## config.mk

```make
export PLATFORM = sky130hd
export DESIGN_NAME = multi_edgechk
export DESIGN_NICKNAME = d
export VERILOG_FILES = /design/src/rtl/multi_edgechk.sv
export SDC_FILE = /design/constraint.sdc
export NUM_CORES = 1
export LEC_CHECK = 0
export BUFFER_PORTS_ARGS = -buffer_cell sky130_fd_sc_hd__buf_2
export CAP_MARGIN = 20
export CORE_MARGIN = 5
export CORE_UTILIZATION = 51
export CTS_CLUSTER_SIZE = 12
export DETAILED_ROUTE_END_ITERATION = 12
export PLACE_DENSITY = 0.82
export SLEW_MARGIN = 10
export SYNTH_ARGS = -nofsm -noshare
export SYNTH_HDL_FRONTEND = slang
export SYNTH_SLANG_ARGS = --single-unit
```

## constraint.sdc

```tcl
create_clock -name sys_clk -period 1.3 [get_ports sys_clk]
set_input_delay 0.26 -clock sys_clk [delete_from_list [all_inputs] [get_ports sys_clk]]
set_output_delay 0.26 -clock sys_clk [all_outputs]
set_load 0.01 [all_outputs]
```

## src/rtl/multi_edgechk.sv

```systemverilog
// Multi-channel edge checker: synchronise, debounce, qualify edges per channel, sticky flags, registered irq.
// Optional per-channel saturating event counter enabled by macro MULTI_EDGECHK_CNT_EN.
module multi_edgechk #(
  parameter int CH          = 4,
  parameter int SYNC_STAGES = 2,
  parameter int DEB_CYCLES  = 4
) (
  input  logic              sys_clk,
  input  logic              sys_rst_n,
  input  logic [CH-1:0]     sig_in,
  input  logic [2*CH-1:0]   mode,
  input  logic [CH-1:0]     clr,
  input  logic              irq_en,
  output logic [CH-1:0]     level_out,
  output logic [CH-1:0]     pulse_out,
  output logic [CH-1:0]     flag_out,
  output logic              irq
`ifdef MULTI_EDGECHK_CNT_EN
  ,
  output logic [8*CH-1:0]   evt_cnt
`endif
);

  localparam logic [7:0] DEB_MAX = 8'(DEB_CYCLES - 1);

  logic [SYNC_STAGES-1:0][CH-1:0] sync_q, sync_d;
  logic [CH-1:0][7:0]             cnt_q, cnt_d;
  logic [CH-1:0]                  level_q, level_d;
  logic [CH-1:0]                  pulse_q, pulse_d;
  logic [CH-1:0]                  flag_q, flag_d;
  logic                           irq_q, irq_d;
  logic [CH-1:0]                  sync_s;
  logic [CH-1:0]                  accept_s;

  assign sync_s = sync_q[SYNC_STAGES-1];

  // Synchroniser shift chain, one column per channel.
  always_comb begin
    sync_d[0] = sig_in;
    for (int s = 1; s < SYNC_STAGES; s++) begin
      sync_d[s] = sync_q[s-1];
    end
  end

  // Debounce counters, level acceptance, edge qualification and sticky flags.
  always_comb begin
    cnt_d    = cnt_q;
    level_d  = level_q;
    pulse_d  = '0;
    accept_s = '0;
    flag_d   = flag_q;
    for (int i = 0; i < CH; i++) begin
      if (sync_s[i] == level_q[i]) begin
        cnt_d[i] = 8'd0;
      end else if (cnt_q[i] == DEB_MAX) begin
        cnt_d[i]    = 8'd0;
        level_d[i]  = sync_s[i];
        accept_s[i] = 1'b1;
      end else begin
        cnt_d[i] = cnt_q[i] + 8'd1;
      end
      case (mode[2*i +: 2])
        2'b01:   pulse_d[i] = accept_s[i] & sync_s[i];
        2'b10:   pulse_d[i] = accept_s[i] & ~sync_s[i];
        2'b11:   pulse_d[i] = accept_s[i];
        default: pulse_d[i] = 1'b0;
      endcase
      // A new pulse overrides a coincident clear.
      flag_d[i] = pulse_d[i] | (flag_q[i] & ~clr[i]);
    end
  end

  // Interrupt follows the registered flags one cycle later.
  always_comb begin
    irq_d = irq_en & (|flag_q);
  end

  // State registers.
  always_ff @(posedge sys_clk or negedge sys_rst_n) begin
    if (!sys_rst_n) begin
      sync_q  <= '0;
      cnt_q   <= '0;
      level_q <= '0;
      pulse_q <= '0;
      flag_q  <= '0;
      irq_q   <= 1'b0;
    end else begin
      sync_q  <= sync_d;
      cnt_q   <= cnt_d;
      level_q <= level_d;
      pulse_q <= pulse_d;
      flag_q  <= flag_d;
      irq_q   <= irq_d;
    end
  end

  assign level_out = level_q;
  assign pulse_out = pulse_q;
  assign flag_out  = flag_q;
  assign irq       = irq_q;

`ifdef MULTI_EDGECHK_CNT_EN
  logic [CH-1:0][7:0] evt_q, evt_d;

  // Saturating per-channel pulse count; clear with a coincident pulse lands on 1.
  always_comb begin
    evt_d = evt_q;
    for (int i = 0; i < CH; i++) begin
      if (clr[i]) begin
        evt_d[i] = {7'd0, pulse_d[i]};
      end else if (pulse_d[i] && (evt_q[i] != 8'hFF)) begin
        evt_d[i] = evt_q[i] + 8'd1;
      end else begin
        evt_d[i] = evt_q[i];
      end
    end
  end

  // Event counter registers.
  always_ff @(posedge sys_clk or negedge sys_rst_n) begin
    if (!sys_rst_n) begin
      evt_q <= '0;
    end else begin
      evt_q <= evt_d;
    end
  end

  assign evt_cnt = evt_q;
`endif

endmodule

```

==> run metrics <==
outcome=finished with violations; violated checks=negative setup slack; Worst Tran Pin Value=between 0.3 and 0.4 ns; gpl congestion=~0.81; initial antenna violation count=0; sequential share of the synthesized area=54.1%; DIE AREA=~6300 um^2; CP Capture Type=register; largest family of logic cells by synthesized area=simple AND/OR/NAND/NOR gates; simple-gate share of the synthesized area=16.9%; clock skew=between 0.007 and 0.008 ns; P per Cell Area=1500 nW/um^2; Area contributors post-synth=dfrtp_1, ha_1, xor2_1, nand3_1, xnor2_1; ANT cells=0; CTS Root Cell=clkbuf_8; TritonCTS buffer count=5; Max Cap Viol=0; setup violators final=6; vias=about 1,800; largest net degree at the start of global routing=25; CP arrival=approximately 1.6 ns; clk slew on worst S/H paths=~0.090 ns; Post-synth EDFFs=0; CP Max Fanout=4; Hold WS=roughly 0.052 ns; DR vias/cell=roughly 5.4; PortBufs=31; final max-slew violation count=0; Fin. Hold Viols=0; Final ANT Viol Nets=0; Avg WL per Cell=roughly 15 um; Synth Register Bits=between 50 and 60; io pins=32; CP Launch Type=register; Tmin final=between 1 and 1.5 ns; ys async rst share=100%; Detailed Route WL=5.16 mm; die height=around 79 um; clk_lat worst skew=0.30 ns; CTS max path bufs=2; XOR/XNOR Fraction of Synth Area=between 7 and 8%; power after layout=around 4900 uW; post-synthesis mux area share=1.84%; Synth Net Count=between 200 and 300; critical setup path kind=reg -> reg; first-pass GRT wire length=around 8.2 mm; nets@finish=between 300 and 400; post-DP HPWL=~3.5 mm; cell count after synthesis=~220; vias in the first global route=approximately 1,900; RSZ-0062 raised after global routing=yes; post-synth top area cell=dfrtp_1; Sink Count=53; GRT Total Usage=16.5%; Synth top area share=between 50% and 60%; Initial Util=a little over half; Pleak=~0.0015 uW; post-synthesis adder-cell area fraction=approximately 8%; VDD IR-drop max=949 uV; max frequency=approximately 740 MHz; compound-gate portion of the synthesized area=under 10%; Main synth FF type=dfrtp_1; Yosys cell types=30; YS warnings=0; Die Wd=~80 um; area after detailed placement=between 2000 and 3000 um^2; # DRC=0; Place WS=-0.0691 ns; P&R area growth vs syn=32.0%; Hold Crit Class=in -> reg; H-tree levels=2; Rel. slew slack=76.7%; DR pass1 iterations=4; Avg Inst Size Synth=between 10 and 15 um^2; CP required=1.50 ns; Std-Cell Rows=25; Fin Setup TNS=-0.132 ns; Synth Cell Area=~2500 um^2; CTS tree=built; post-route cell area=between 3000 and 4000 um^2; final global-route overflow total=0; fraction of layout cells with a size suffix above 1=38.8%; core footprint=~4700 um^2; PnR worst setup slack=-0.0518 ns; initial DRC count=130; Period Utilization, post-route=104%
-- cells by family after synthesis --
group                    after synthesis
buffers and inverters                 14
multiplexers                           4
AO/OA/AOI/OAI                         37
XOR/XNOR                              20
adder cells (fa/ha/maj)               16
flip-flops                            53
AND/OR/NAND/NOR                       75
-- per-stage QoR --
step                cells  util (%)
CTS                   340      66.0
floorplan             219         -
detailed placement    330      62.5
global route          343      69.0
global placement      330      62.5
finish                343      69.0
-- layout make-up --
| class | count | area (um^2) |
|---|---|---|
| Clock buffer | 7 | 86.3 |
| Clock inverter | 1 | 30.0 |
| Fill cell | 337 | 1450 |
| Inverter | 14 | 52.6 |
| Multi-Input combinational cell | 152 | 1240 |
| Sequential cell | 53 | 1330 |
| Tap cell | 54 | 67.6 |
| Timing Repair Buffer | 62 | 430 |
-- what timing repair did --
item | CTS | global route
hold buffers | 1 | 0
pin swaps | 4 | 17
setup endpoints to repair | 8 | 27
gates resized for setup | 8 | 28
gates cloned | 0 | 0
hold endpoints to repair | 11 | 0
setup buffers | 1 | 3
-- cell usage after synthesis, types with 4 or more instances --
cell / count
inv_1: 14
nor2_1: 20
or3_1: 11
nor4_1: 4
xnor2_1: 9
nand2b_1: 4
nand3_1: 16
dfrtp_1: 53
o21ai_0: 11
a21oi_1: 15
xor2_1: 11
nand2_1: 7
ha_1: 16
-- power by group --
| part | internal (uW) | switching [uW] | total [uW] |
|---|---|---|---|
| logic | 795 | 792 | 1590 |
| clock network | 628 | 524 | 1150 |
| registers | 1890 | 227 | 2110 |
| total | 3310 | 1540 | 4850 |
-- cell usage in the layout (no fill, tap or decap), types with 4 or more instances in the layout --
master,count
or3_1,9
dfrtp_1,49
clkbuf_8,6
inv_1,14
xnor2_1,8
nand3_1,15
ha_1,12
o21ai_0,10
a21oi_2,7
buf_6,4
nand2_2,5
buf_4,24
o41ai_2,4
xor2_1,11
dfrtp_2,4
a21oi_1,9
nand2b_1,4
buf_2,31
nor2_1,19
-- per-layer routing --
metal  GRT usage (%)  wire length [um]  share of wire (%)
met1            21.7              2240                 43
met2            28.3              2710                 52
met3            3.17               158                3.1
met4            3.61                58                1.1
met5               0                 0                  0
-- worst max-delay path, cell delays in order (launching register included) --
cell and delay (ns):
dfrtp_1 0.43, nor4_4 0.32, nand3_2 0.17, mux2_4 0.32
-- final timing paths --
kind                                     startpoint                        to  slack (ns)  cells after the start
worst min-delay path                      sig_in[1]       sync_d[5]$_DFF_PN0_        0.05                      1
worst max register to register   cnt_q[6]$_DFF_PN0_  level_out[0]$_DFFE_PN0P_       -0.05                      3
min in group asynchronous                 sys_rst_n    pulse_out[0]$_DFF_PN0_        0.39                      2
max in group asynchronous                 sys_rst_n       cnt_q[10]$_DFF_PN0_        0.46                      3
worst max-delay path             cnt_q[6]$_DFF_PN0_  level_out[0]$_DFFE_PN0P_       -0.05                      3
worst min register to register  sync_d[6]$_DFF_PN0_       sync_s[2]$_DFF_PN0_        0.36                      0
-- state kept, by name, summed over array words and instances, names as in the netlist --
register / count
cnt_q: 32
flag_out: 4
irq: 1
level_out: 4
pulse_out: 4
sync_d: 4
sync_s: 4
Note: power is estimated with default switching activity, not from simulation.
